--- src/rtl/stage_sequencer_pkg.sv ---
// Shared definitions for the stage sequencer and its consumers: stage codes
// (identical to the control unit's), opcode constants and instruction classes.
package stage_sequencer_pkg;

  // Stage codes sampled by the control unit on negedge.
  typedef enum logic [2:0] {
    IF_STAGE  = 3'b000,
    ID_STAGE  = 3'b001,
    EX_STAGE  = 3'b010,
    MEM_STAGE = 3'b011,
    WB_STAGE  = 3'b100
  } stage_e;

  // Opcodes with a defined stage path.
  localparam logic [5:0] OP_AND    = 6'b000000;
  localparam logic [5:0] OP_ADD    = 6'b000001;
  localparam logic [5:0] OP_SUB    = 6'b000010;
  localparam logic [5:0] OP_ANDI   = 6'b000011;
  localparam logic [5:0] OP_ADDI   = 6'b000100;
  localparam logic [5:0] OP_LW     = 6'b000101;
  localparam logic [5:0] OP_LW_POI = 6'b000110;
  localparam logic [5:0] OP_SW     = 6'b000111;
  localparam logic [5:0] OP_JMP    = 6'b001100;
  localparam logic [5:0] OP_CALL   = 6'b001101;
  localparam logic [5:0] OP_RET    = 6'b001110;
  localparam logic [5:0] OP_PUSH   = 6'b001111;
  localparam logic [5:0] OP_POP    = 6'b010000;

  // Instruction classes; each selects one stage path.
  typedef enum logic [3:0] {
    CLS_ALU,
    CLS_LOAD,
    CLS_STORE,
    CLS_BRANCH,
    CLS_JUMP,
    CLS_STK_WR,
    CLS_STK_RD,
    CLS_POP,
    CLS_ILLEGAL
  } op_class_e;

  // How an instruction leaves the sequencer; selects which pulse fires.
  typedef enum logic [1:0] {
    END_NONE,
    END_DONE,
    END_ILLEGAL,
    END_TIMEOUT
  } end_e;

endpackage

--- src/rtl/stage_sequencer_op_classifier.sv ---
// Combinational opcode -> instruction-class decoder.
module op_classifier
  import stage_sequencer_pkg::*;
(
  input  logic [5:0] op_code,
  output op_class_e  op_class
);

  // Map each opcode to its class; anything unlisted is illegal.
  always_comb begin
    // NOTE: assigning a default before the case keeps every path driven, so no latch is inferred.
    op_class = CLS_ILLEGAL;
    casez (op_code)
      OP_AND, OP_ADD, OP_SUB, OP_ANDI, OP_ADDI: op_class = CLS_ALU;
      OP_LW, OP_LW_POI:                         op_class = CLS_LOAD;
      OP_SW:                                    op_class = CLS_STORE;
      6'b0010??:                                op_class = CLS_BRANCH;
      OP_JMP:                                   op_class = CLS_JUMP;
      OP_CALL, OP_PUSH:                         op_class = CLS_STK_WR;
      OP_RET:                                   op_class = CLS_STK_RD;
      OP_POP:                                   op_class = CLS_POP;
      default:                                  op_class = CLS_ILLEGAL;
    endcase
  end

endmodule

--- src/rtl/stage_sequencer.sv ---
// Multicycle stage sequencer feeding the control unit.
// Walks IF/ID/EX/MEM/WB along a per-class path, holds MEM while memory is
// busy (bounded by MEM_TIMEOUT) and pulses completion / illegal / timeout.
// Optional: define STAGE_SEQ_PERF_EN to add cycle and instruction counters.
module stage_sequencer
  import stage_sequencer_pkg::*;
#(
  parameter int MEM_TIMEOUT = 15,
  parameter int CNT_W       = 32
) (
  input  logic             clk,
  input  logic             rst,
  input  logic [5:0]       op_code,
  input  logic             mem_ready,
  output logic [2:0]       next_state,
  output logic [5:0]       op_latched,
  output logic             instr_done,
  output logic             illegal_op,
  output logic             mem_timeout
`ifdef STAGE_SEQ_PERF_EN
  ,
  output logic [CNT_W-1:0] cycle_cnt,
  output logic [CNT_W-1:0] instr_cnt
`endif
);

  localparam int STALL_W = $clog2(MEM_TIMEOUT + 1);
  localparam logic [STALL_W-1:0] STALL_LIMIT = STALL_W'(MEM_TIMEOUT);

  stage_e             state_q, state_d;
  logic [STALL_W-1:0] stall_q, stall_d;
  end_e               end_d;
  op_class_e          live_cls, lat_cls;

  // ID decodes the live opcode; every later stage uses the captured one.
  op_classifier u_live_cls (.op_code(op_code),    .op_class(live_cls));
  op_classifier u_lat_cls  (.op_code(op_latched), .op_class(lat_cls));

  assign next_state = state_q;

  // Next stage, stall count and termination kind from the current stage.
  always_comb begin
    state_d = IF_STAGE;
    stall_d = '0;
    end_d   = END_NONE;
    case (state_q)
      IF_STAGE: state_d = ID_STAGE;
      ID_STAGE: begin
        case (live_cls)
          CLS_ALU, CLS_LOAD, CLS_STORE, CLS_BRANCH: state_d = EX_STAGE;
          CLS_STK_WR, CLS_STK_RD, CLS_POP:          state_d = MEM_STAGE;
          CLS_JUMP:                                 end_d   = END_DONE;
          default:                                  end_d   = END_ILLEGAL;
        endcase
      end
      EX_STAGE: begin
        case (lat_cls)
          CLS_ALU:             state_d = WB_STAGE;
          CLS_LOAD, CLS_STORE: state_d = MEM_STAGE;
          CLS_BRANCH:          end_d   = END_DONE;
          default:             end_d   = END_NONE;
        endcase
      end
      MEM_STAGE: begin
        if (mem_ready) begin
          if (lat_cls == CLS_LOAD || lat_cls == CLS_POP) state_d = WB_STAGE;
          else                                           end_d   = END_DONE;
        end else if (stall_q == STALL_LIMIT) begin
          // Counter stops at the limit, so it can never wrap.
          end_d = END_TIMEOUT;
        end else begin
          state_d = MEM_STAGE;
          stall_d = stall_q + STALL_W'(1);
        end
      end
      WB_STAGE: end_d = END_DONE;
      // Codes 101-111 fall back to IF silently.
      default:  state_d = IF_STAGE;
    endcase
  end

  // State, captured opcode and registered termination pulses.
  always_ff @(posedge clk) begin
    // NOTE: sequential state uses non-blocking assignments so all registers update from pre-edge values.
    if (rst) begin
      state_q     <= IF_STAGE;
      stall_q     <= '0;
      op_latched  <= '0;
      instr_done  <= 1'b0;
      illegal_op  <= 1'b0;
      mem_timeout <= 1'b0;
    end else begin
      state_q     <= state_d;
      stall_q     <= stall_d;
      if (state_q == ID_STAGE) op_latched <= op_code;
      instr_done  <= (end_d == END_DONE);
      illegal_op  <= (end_d == END_ILLEGAL);
      mem_timeout <= (end_d == END_TIMEOUT);
    end
  end

`ifdef STAGE_SEQ_PERF_EN
  // Free-running cycle count and completed-instruction count, both wrapping.
  always_ff @(posedge clk) begin
    if (rst) begin
      cycle_cnt <= '0;
      instr_cnt <= '0;
    end else begin
      cycle_cnt <= cycle_cnt + CNT_W'(1);
      if (end_d == END_DONE) instr_cnt <= instr_cnt + CNT_W'(1);
    end
  end
`endif

endmodule

--- config.mk ---
export PLATFORM = sky130hd
export DESIGN_NAME = stage_sequencer
export DESIGN_NICKNAME = d
export VERILOG_FILES = /design/src/rtl/stage_sequencer_pkg.sv /design/src/rtl/stage_sequencer_op_classifier.sv /design/src/rtl/stage_sequencer.sv
export SDC_FILE = /design/constraint.sdc
export NUM_CORES = 1
export LEC_CHECK = 0
export ABC_AREA = 1
export ABC_CLOCK_PERIOD_IN_PS = 3300
export CORE_MARGIN = 4
export CORE_UTILIZATION = 50
export DETAILED_ROUTE_END_ITERATION = 12
export GPL_TIMING_DRIVEN = 0
export HOLD_SLACK_MARGIN = 0.1
export PLACE_DENSITY_LB_ADDON = 0.25
export SLEW_MARGIN = 20
export SYNTH_ARGS = -nofsm -noshare
export SYNTH_HDL_FRONTEND = slang
export SYNTH_SLANG_ARGS = --single-unit
--- constraint.sdc ---
create_clock -name clk -period 3.3 [get_ports clk]
set_clock_uncertainty 0.2 [all_clocks]
set_input_delay 0.66 -clock clk [delete_from_list [all_inputs] [get_ports clk]]
set_output_delay 0.66 -clock clk [all_outputs]
set_load 0.03 [all_outputs]
# Word level (Yosys, flattened, before mapping)
# Cells that the tools add are included.
dict set report op_classes {
  n_addsub 1
  n_eq_ne 45
  muxes 14
  n_bitwise 1
  n_reduce_logical 17
}
# operator count
set ops {}
lappend ops {{$pmux W4 S8} 2}
lappend ops {{$eq A6 B3 Y1 const B} 8}
lappend ops {{$eq A6 B4 Y1 const B} 8}
lappend ops {{$eq A4 B2 Y1 const B} 6}
lappend ops {{$eq A6 B2 Y1 const B} 4}
lappend ops {{$eq A4 B3 Y1 const B} 5}
lappend ops {{$eq A6 B1 Y1 const B} 2}
lappend ops {{$eq A6 B5 Y1 const B} 2}
lappend ops {{$logic_not A6 Y1} 2}
lappend ops {{$pmux W3 S4} 1}
lappend ops {{$reduce_or A2 Y1} 5}
lappend ops {{$reduce_or A5 Y1} 2}
lappend ops {{$eq A4 B1 Y1 const B} 2}
lappend ops {{$logic_not A4 Y1} 2}
lappend ops {{$pmux W2 S2} 2}
lappend ops {{$pmux W2 S4} 1}
lappend ops {{$reduce_or A4 Y1} 2}
lappend ops {{$reduce_or A7 Y1} 1}
lappend ops {{$eq A3 B2 Y1 const B} 2}
lappend ops {{$mux W2} 3}
lappend ops {{$mux W3} 2}
lappend ops {{$pmux W3 S2} 1}
lappend ops {{$add A4 B1 Y4 const B} 1}
lappend ops {{$eq A2 B2 Y1 const B} 2}
lappend ops {{9 further kinds} 10}
dict set report word_totals {
  register_bits 16
  input_bits 9
  output_inout_bits 12
}

# Longest topological paths before layout
# Gate-level depths: netlist of run 1.
dict set report logic_depth {
  ltp_word 9
  ltp_mapped 10
  ltp_nobuf 10
}

# Hierarchy
# Synthesis of run 1 repeated with hierarchy kept, for this count alone.
dict set report hier_totals {
  cells_unflattened 184
  hier_area_um2 1092.3
}
# mod instances cells_per_inst area_each_um2 seq_area_each_um2
set modules_own_cells {}
lappend modules_own_cells {stage_sequencer 1 112 749.5 320.3}
lappend modules_own_cells {op_classifier 2 36 171.4 0.0}

# Least setup slack after synthesis of run 1
# OpenSTA, ideal clock, no wires.
dict set report synth_timing {
  path_kind {input to register}
  from {in op_code[5]}
  to {reg mem_timeout}
  setup_ns 0.117
  t_arrival_ns 1.278
  t_required_ns 2.983
  slack_ns 1.705
  cell_stages 6
  path_buffers 0
  cell_sequence {nor2_1 > nand3_1 > nand4_2 > nand2_1 > nand2_1 > nor2_1}
}
dict set report synth_via {
  elab_chain_len 8
  word_cells_on_any_way 30
  classes_between {eq/ne (21); mux (3); reduce/logical (6)}
}
# element line
set synth_lines {}
lappend synth_lines {{start, declared} stage_sequencer.sv:13} ;# input logic [5:0] op_code,
lappend synth_lines {{$eq A6 B1 Y1 (tied with other cells)} stage_sequencer_op_classifier.sv:13} ;# casez (op_code)
lappend synth_lines {{$reduce_or A5 Y1 / $reduce_or A2 Y1 (equally long branches)} stage_sequencer_op_classifier.sv:13}
lappend synth_lines {{$pmux W4 S8 (*)} stage_sequencer_op_classifier.sv:13}
lappend synth_lines {{$eq A4 B3 Y1 (tied with other cells)} stage_sequencer.sv:49} ;# case (live_cls)
lappend synth_lines {{$reduce_or A7 Y1 (no line)} -}
lappend synth_lines {{$pmux W2 S2 (*)} stage_sequencer.sv:49}
lappend synth_lines {{$pmux W2 S4 (*)} stage_sequencer.sv:46} ;# case (state_q)
lappend synth_lines {{$eq A2 B2 Y1 (*)} stage_sequencer.sv:98} ;# mem_timeout <= (end_d == END_TIMEOUT);
lappend synth_lines {{end signal, assigned} stage_sequencer.sv:98}
lappend synth_lines {{end, declared} stage_sequencer.sv:19} ;# output logic mem_timeout
# Mark *: on every way between the ends. The rest lies on a longest branch, timed or not.
# A chain may end at the register's enable or synchronous reset.

# Final worst setup path of run 1
dict set report layout_timing {
  from {reg op_latched[1]}
  to {out op_latched[1]}
}
# element line
set layout_lines {}
lappend layout_lines {{start, declared} stage_sequencer.sv:16} ;# output logic [5:0] op_latched,
lappend layout_lines {{start signal, assigned} stage_sequencer.sv:95} ;# if (state_q == ID_STAGE) op_latched <= op_code;
# No word-level cell between the ends.

==> results of run 1 <==
[where the power goes]
part	internal [mW]	switching, mW	leakage (nW)	total, mW
combinational	0.0451	0.0655	0.356	0.111
clock	0.0425	0.0584	0.0138	0.101
sequential	0.203	0.0134	0.131	0.217
[final timing paths]
kind	slack [ps]	from	endpoint
setup / recovery	970	op_latched[1]	op_latched[1]
hold / removal	260	stall_q[0]	stall_q[0]
setup reg to reg	1850	op_latched[2]	mem_timeout
hold reg to reg	260	stall_q[0]	stall_q[0]
[layer usage]
metal	GRT usage, %	vias up	wire length (um)
met2	28.6	36	928
met5	0	-	0
met1	20.3	403	816
li1	-	471	-
met4	11.5	0	47
met3	4.22	5	156
[area by class of cell]
class | count | area share [%]
Tap cell | 16 | 1.79
Inverter | 20 | 6.71
Timing Repair Buffer | 20 | 17.9
Sequential cell | 16 | 28.6
Clock buffer | 3 | 2.01
Multi-Input combinational cell | 96 | 41.9
Buffer | 1 | 1.01
[flip-flops by register name, summed over array words and instances (netlist names)]
signal / flops
illegal_op: 1
instr_done: 1
mem_timeout: 1
next_state: 3
op_latched: 6
stall_q: 4
[placed cells by master, fill, tap and decap left out, drive strengths merged]
cell type       n
o21ai          10
inv            20
a31oi           1
clkbuf          3
nor2           32
a21oi           7
clkdlybuf4s50  20
nand3          11
nand2          26
o211ai          1
nand4           3
ha              1
nor3            3
buf             1
dfxtp          16
xor2            1
[cells by family after synthesis]
logic type | Yosys count | share of synthesized area, %
and+or+nand+nor | 75 | 39.0
buffers and inverters | 21 | 9.86
AOI/OAI and AO/OA | 19 | 12.1
DFF | 16 | 36.6
xor gates and xnor gates | 1 | 1.00
adders and majority gates | 1 | 1.43
[per-stage QoR]
stage	hold slack (ps)	utilization [%]
5_1_grt	294	71.0
3_5_place_dp	243	69.5
4_1_cts	263	71.0
6_report	256	71.0
2_1_floorplan	218	-
3_3_place_gp	231	69.5
==> metrics.cfg, run 1 <==
[place]
dpl.hpwl_um=1550
dpl_cell_area_mm2=0.00110
portBuffers=20
gp_congestion=0.869
pre_cts_slack_ps=1100
place_inst=169

[worst_setup_path]
critPathMaxStageDelay_ps=720
worst-path-buf-inv=1
arrival_ps=1470
crit_fanout=7
crit_family=buffers and inverters
r2r.worst_path.cells=7
crit_chain=clkdlybuf4s50_1
crit_type=flop to output pin
path_depth=1
crit_required_ps=2440
end_kind=output pin
crit_path_top_delay_cell=clkdlybuf4s50_1
cp-start-kind=flop

[cells_and_area]
fillers=127
syn_to_final_growth_pct=27.7
seqCellArea_um2=320
multi_input_area_um2=469
postLayoutCellArea_mm2=0.00112
instances_no_fill=172
diodes=0
drive_gt1_share_pct=10.9
final_nets=168

[grt]
gr-usage-all-layers_pct=17.6
grt_antenna_before_repair=0
grt_max_degree=11
grt_pass1_vias=835
grt_overflow_total=0
grt_pass1_wl_um=3320

[synth]
netlist_area_um2=876
synthTopCellsByArea=dfxtp_1, nor2_1, nand2_1, inv_1, nand3_1
synth_ff_type=dfxtp_1
syn_nets=143
netlist.top_cell.by_area=dfxtp_1
synthArstFlopShare_pct=0
seq_area_frac_synth_pct=36.6
synth_most_common_cell=nor2_1
yosysUniqueCellTypes=23
synth.top_cell.area_share_pct=36.6
synth_edf_count=0
synth-warning-count=0
synthCells=133
netlist_top_cells_count=nor2_1, nand2_1, dfxtp_1, inv_1, nand3_1
avgSynthCellArea_um2=6.59
synth_seq_cells=16

[min_path]
hp-class=flop to flop
hold_depth=1

[floorplanning]
initial_core_util_pct=55.6
die_h_um=49.9
ios=21
die_w_um=49.9
die-area_mm2=0.00249
rows=14
core_mm2=0.00158

[sta]
fin_ws_ps=975
fmax_mhz=430
relSlewSlack_pct=78.1
finalHoldViolCount=0
setup_tns_ps=0
fin_crit_sh_pct=70.5
tightestPinTransition_ps=327
period_minus_slack_ps=2330
setup_violations=0
maxSlewViolCount=0
rsz0062_at_grt=false

[detailed_routing]
totalWireLength_um=1950
drc_errors=0
drtPass1Iterations=4
drt_iter0_drc=27
vias=915
antenna_left=0
vias_per_cell=5.32
wire_per_inst_um=11.3

[cts]
clk_path_buf_depth=2
cts_tree=done
cts-resized-gates=0
h-tree-depth=1
insertion_delay_ps=290
cts.sinks=16
cts_hold_buf=0
clk_pin_slew_ps=90
numCtsBuffers=3
postCtsSetupBuffers=0
clockRootBuffer=clkbuf_4

[run_status]
status=finished clean

[flow_run]
cap_violations=0

[power]
ir_drop_v=0.000323
total_power_mw=0.428
power_density_mw_per_mm2=383
leakage_nw=0.500

Note: power is estimated with default switching activity, not from simulation.
==> run 2, diff against run 1 <==
--- a/config.mk
+++ b/config.mk
@@ -6,9 +6,9 @@
 export NUM_CORES = 1
 export LEC_CHECK = 0
 export ABC_AREA = 1
-export ABC_CLOCK_PERIOD_IN_PS = 3300
+export ABC_CLOCK_PERIOD_IN_PS = 2400
 export CORE_MARGIN = 4
-export CORE_UTILIZATION = 50
+export CORE_UTILIZATION = 47
 export DETAILED_ROUTE_END_ITERATION = 12
 export GPL_TIMING_DRIVEN = 0
 export HOLD_SLACK_MARGIN = 0.1
==> constraint.sdc (replaced) <==
create_clock -name clk -period 2.4 [get_ports clk]
set_clock_uncertainty 0.2 [all_clocks]
set_input_delay 0.48 -clock clk [delete_from_list [all_inputs] [get_ports clk]]
set_output_delay 0.48 -clock clk [all_outputs]
set_load 0.03 [all_outputs]
==> metrics.cfg, run 2 (synthesized netlist as in run 1, its figures left out) <==
[power]
combPwrFrac_pct=25.8  ; about the same
switchingPower_mw=0.190  ; +38%
total_power_mw=0.590  ; +38%
p_int_mw=0.400  ; +37%
netSwitchingFraction_pct=32.2  ; +0.12 points
p_seq_share_pct=50.4  ; -0.2 points
ir_drop_v=0.000343  ; +6.3%
pwr-share-clk_pct=23.8  ; +0.3 points
power_density_mw_per_mm2=522  ; +36%
leakage_nw=0.500  ; unchanged

[cells_and_area]
syn_to_final_growth_pct=29.0
diodes=0  ; unchanged
layout_commonest_cell=nor2_1
drive_gt1_share_pct=10.9  ; unchanged
top_register=op_latched
final_nets=168  ; unchanged
largest_reg_flops=6  ; unchanged
final_cell_mix=nor2_1, nand2_1, clkdlybuf4s50_1

[detailed_routing]
totalWireLength_um=2000  ; +2.7%
drc_errors=0  ; unchanged
drt_iter0_drc=29  ; +7.4%
drtPass1Iterations=4  ; unchanged
wire_per_inst_um=11.1  ; -2.4%
vias_per_cell=4.97  ; -6.6%
vias=899  ; -1.7%
antenna_left=0  ; unchanged

[sta]
fmax_mhz=466
relSlewSlack_pct=79.0  ; +0.85 points
fin_crit_sh_pct=89.5
tightestPinTransition_ps=314  ; -12.8 ps
setup_violations=0  ; unchanged
finalHoldViolCount=0  ; unchanged
rsz0062_at_grt=false
setup_tns_ps=0  ; unchanged
maxSlewViolCount=0  ; unchanged
period_minus_slack_ps=2150

[worst_setup_path]
crit_family=buffers and inverters
crit_path_top_delay_cell=clkdlybuf4s50_1
end_kind=output pin
critPathMaxStageDelay_ps=720  ; about the same
cp-start-kind=flop
worst-path-buf-inv=1  ; unchanged
crit_chain=clkdlybuf4s50_1
crit_start=op_latched[0]
crit_required_ps=1720  ; -720 ps
crit_type=flop to output pin
r2r-start=stall_q[0]
arrival_ps=1470  ; about the same
crit_fanout=7  ; unchanged

[place]
portBuffers=20  ; unchanged
dpl.hpwl_um=1590  ; +2.5%
gp_congestion=0.826  ; -5.0%

[grt]
grt_pass1_wl_um=3640  ; +9.8%
grt_antenna_before_repair=0  ; unchanged
gr-usage-all-layers_pct=18.4  ; +0.80 points
grt_max_degree=11  ; unchanged
grt_pass1_vias=844  ; +1.1%
grt_overflow_total=0  ; unchanged

[cts]
cts_hold_buf=0  ; unchanged
cts.sinks=16  ; unchanged
h-tree-depth=1  ; unchanged
clockRootBuffer=clkbuf_4
cts_tree=done
numCtsBuffers=3  ; unchanged
cts-resized-gates=0  ; unchanged
postCtsSetupBuffers=0  ; unchanged
insertion_delay_ps=280  ; about the same
clk_path_buf_depth=2  ; unchanged
clk_pin_slew_ps=90  ; about the same

[min_path]
hp-class=flop to flop
hold_start=stall_q[0]

[flow_run]
cap_violations=0  ; unchanged

[floorplanning]
die_w_um=51.2  ; +2.6%
ios=21  ; unchanged
die_h_um=51.2  ; +2.6%
initial_core_util_pct=50.2  ; -5.4 points
rows=15  ; +1
core_mm2=0.00175  ; +11%
die-area_mm2=0.00262  ; +5.3%

[run_status]
status=finished clean

[run 2: cell counts in the layout (fill, tap and decap cells not counted)]
No cell type changed its count.
[run 2: layer usage]
layer  up-vias  GRT usage [%]  wire (um)  part of all wire (%)
met1       410           24.6        969                    48
met5         -              0          0                     0
li1        468              -          -                     -
met3         4           3.79         78                   3.9
met2        17           27.3        915                    46
met4         0           10.3         37                   1.8
[run 2: per-stage QoR]
step	utilization, %	hold slack (ps)	setup slack, ps	instance area [um2]	std cells
2_1_floorplan	-	218	909	876	133
3_3_place_gp	63.4	232	405	1110	178
3_5_place_dp	63.4	261	375	1110	178
4_1_cts	64.7	281	253	1130	181
5_1_grt	64.7	322	187	1130	181
6_report	64.7	277	252	1130	181
[run 2: power by group through the flow]
stage | Sequential [mW] | Combinational (mW) | Clock (mW)
floorplan | 0.328 | 0.0658 | 0
global placement | 0.302 | 0.149 | 0
detailed placement | 0.303 | 0.152 | 0
CTS | 0.297 | 0.152 | 0.142
global route | 0.301 | 0.166 | 0.160
finish | 0.297 | 0.152 | 0.141
[run 2: worst paths after layout]
path	to	slack, ps	cells after the start
max	op_latched[0]	250	1
min reg2reg	stall_q[0]	280	1
max reg2reg	instr_done	910	9
min	stall_q[0]	280	1
[run 2: layout make-up]
class                           instances  area (um2)
Clock buffer                            3        22.5
Inverter                               20        75.1
Multi-Input combinational cell         96         469
Timing Repair Buffer                   20         200
Buffer                                  1        11.3
Sequential cell                        16         320
Tap cell                               25        31.3
Fill cell                             165         616
==> run 3, diff against run 2 <==
--- a/config.mk
+++ b/config.mk
@@ -6,7 +6,8 @@
 export NUM_CORES = 1
 export LEC_CHECK = 0
 export ABC_AREA = 1
-export ABC_CLOCK_PERIOD_IN_PS = 2400
+export ABC_CLOCK_PERIOD_IN_PS = 2250
+export CORE_ASPECT_RATIO = 1.4
 export CORE_MARGIN = 4
 export CORE_UTILIZATION = 47
 export DETAILED_ROUTE_END_ITERATION = 12
==> constraint.sdc (replaced) <==
create_clock -name clk -period 2.25 [get_ports clk]
set_clock_uncertainty 0.2 [all_clocks]
set_input_delay 0.45 -clock clk [delete_from_list [all_inputs] [get_ports clk]]
set_output_delay 0.45 -clock clk [all_outputs]
set_load 0.03 [all_outputs]
==> metrics.cfg, run 3 (synthesized netlist as in run 1, its figures left out) <==
[sta]
setup_tns_ps=0  ; unchanged
relSlewSlack_pct=78.6  ; -0.36 points
fmax_mhz=473
setup_violations=0  ; unchanged
maxSlewViolCount=0  ; unchanged
finalHoldViolCount=0  ; unchanged
fin_ws_ps=137  ; -115 ps
fin_crit_sh_pct=93.9
period_minus_slack_ps=2110
rsz0062_at_grt=false
tightestPinTransition_ps=320  ; +5.33 ps

[detailed_routing]
wire_per_inst_um=11.8  ; +6.5%
vias=926  ; +3.0%
wl_met3_um=82  ; +5.1%
drc_errors=0  ; unchanged
highest_layer=met4
antenna_left=0  ; unchanged
totalWireLength_um=2080  ; +4.1%
drt_iter0_drc=15  ; -48%
drtPass1Iterations=4  ; unchanged
met1_length_um=829  ; -14%
dr_wl_met2_um=1080  ; +18%
vias_per_cell=5.23  ; +5.3%

[grt]
grt_pass1_wl_um=3520  ; -3.4%
grt_overflow_total=0  ; unchanged
gr-usage-all-layers_pct=18.1  ; -0.24 points
grt_max_degree=11  ; unchanged
grt_antenna_before_repair=0  ; unchanged
grt_pass1_vias=964  ; +14%

[cells_and_area]
top_register=op_latched
post-route-util_pct=63.9  ; -0.81 points
drive_gt1_share_pct=11.5  ; +0.57 points
final_nets=168  ; unchanged
layout_commonest_cell=nor2_1
diodes=0  ; unchanged
final_cell_mix=nor2_1, nand2_1, clkdlybuf4s50_1
syn_to_final_growth_pct=29.9
largest_reg_flops=6  ; unchanged

[min_path]
hp-class=flop to flop
hold_start=stall_q[0]

[place]
gp_congestion=0.765  ; -7.3%
portBuffers=20  ; unchanged
pre_cts_slack_ps=301  ; -73.3 ps
dpl.hpwl_um=1550  ; -2.6%

[cts]
h-tree-depth=1  ; unchanged
numCtsBuffers=3  ; unchanged
cts-resized-gates=0  ; unchanged
clk_pin_slew_ps=90  ; about the same
postCtsSetupBuffers=0  ; unchanged
insertion_delay_ps=290  ; about the same
clk_path_buf_depth=2  ; unchanged
cts_tree=done
cts.sinks=16  ; unchanged
cts_hold_buf=0  ; unchanged
clockRootBuffer=clkbuf_4

[floorplanning]
core_mm2=0.00178  ; +1.9%
rows=18  ; +3
die-area_mm2=0.00263  ; +0.37%
die_w_um=44.5  ; -13%
die_h_um=59.1  ; +15%
ios=21  ; unchanged
initial_core_util_pct=49.2  ; -0.95 points

[power]
leakage_nw=0.508  ; +1.4%
p_seq_share_pct=46.9  ; -3.5 points
p_int_mw=0.463  ; +16%
netSwitchingFraction_pct=31.4  ; -0.74 points
switchingPower_mw=0.212  ; +12%
combPwrFrac_pct=24.2  ; -1.6 points
pwr-share-clk_pct=28.9  ; +5.1 points
total_power_mw=0.676  ; +15%
ir_drop_v=0.000338  ; -1.4%
power_density_mw_per_mm2=594  ; +14%

[worst_setup_path]
crit_type=flop to output pin
crit_path_top_delay_cell=clkdlybuf4s50_1
end_kind=output pin
crit_family=buffers and inverters
arrival_ps=1460  ; about the same
cp-start-kind=flop
critPathMaxStageDelay_ps=720  ; about the same
crit_start=next_state[1]
crit_required_ps=1600  ; -120 ps
crit_chain=clkdlybuf4s50_1
crit_fanout=5  ; -2
r2r-start=next_state[2]
worst-path-buf-inv=1  ; unchanged

[run_status]
status=finished clean

[flow_run]
cap_violations=0  ; unchanged

[run 3: final cells by class]
| cell class | instances | area, um2 |
|---|---|---|
| inverter | 20 | 75.1 |
| buffer | 1 | 11.3 |
| clock buffer | 4 | 36.3 |
| tap | 20 | 25.0 |
| sequential | 16 | 320 |
| fill | 163 | 642 |
| multi-input combinational | 96 | 469 |
| timing repair buffer | 20 | 200 |
[run 3: stage by stage]
step | hold slack, ps | instances | instance area, um2
2_1_floorplan | 218 | 133 | 876
3_3_place_gp | 231 | 173 | 1100
3_5_place_dp | 254 | 173 | 1100
4_1_cts | 267 | 177 | 1140
5_1_grt | 292 | 177 | 1140
6_report | 261 | 177 | 1140
[run 3: final timing paths]
path                                       to  cells past startpoint  slack, ps
worst max-delay path            next_state[1]                      1        140
worst min-delay path               stall_q[0]                      1        260
worst max register to register    mem_timeout                      7        780
worst min register to register     stall_q[0]                      1        260
[run 3: power by group through the flow]
stage	sequential [mW]	combinational (mW)	clock (mW)
4_1_cts	0.316	0.164	0.194
3_5_place_dp	0.323	0.162	0
6_report	0.317	0.163	0.196
2_1_floorplan	0.350	0.0701	0
5_1_grt	0.319	0.181	0.206
3_3_place_gp	0.322	0.159	0
[run 3: routing by layer]
layer,vias to the layer above,GRT usage [%]
li1,476,-
met1,413,15.9
met2,26,34.9
met3,11,3.65
met4,0,12.1
met5,-,0
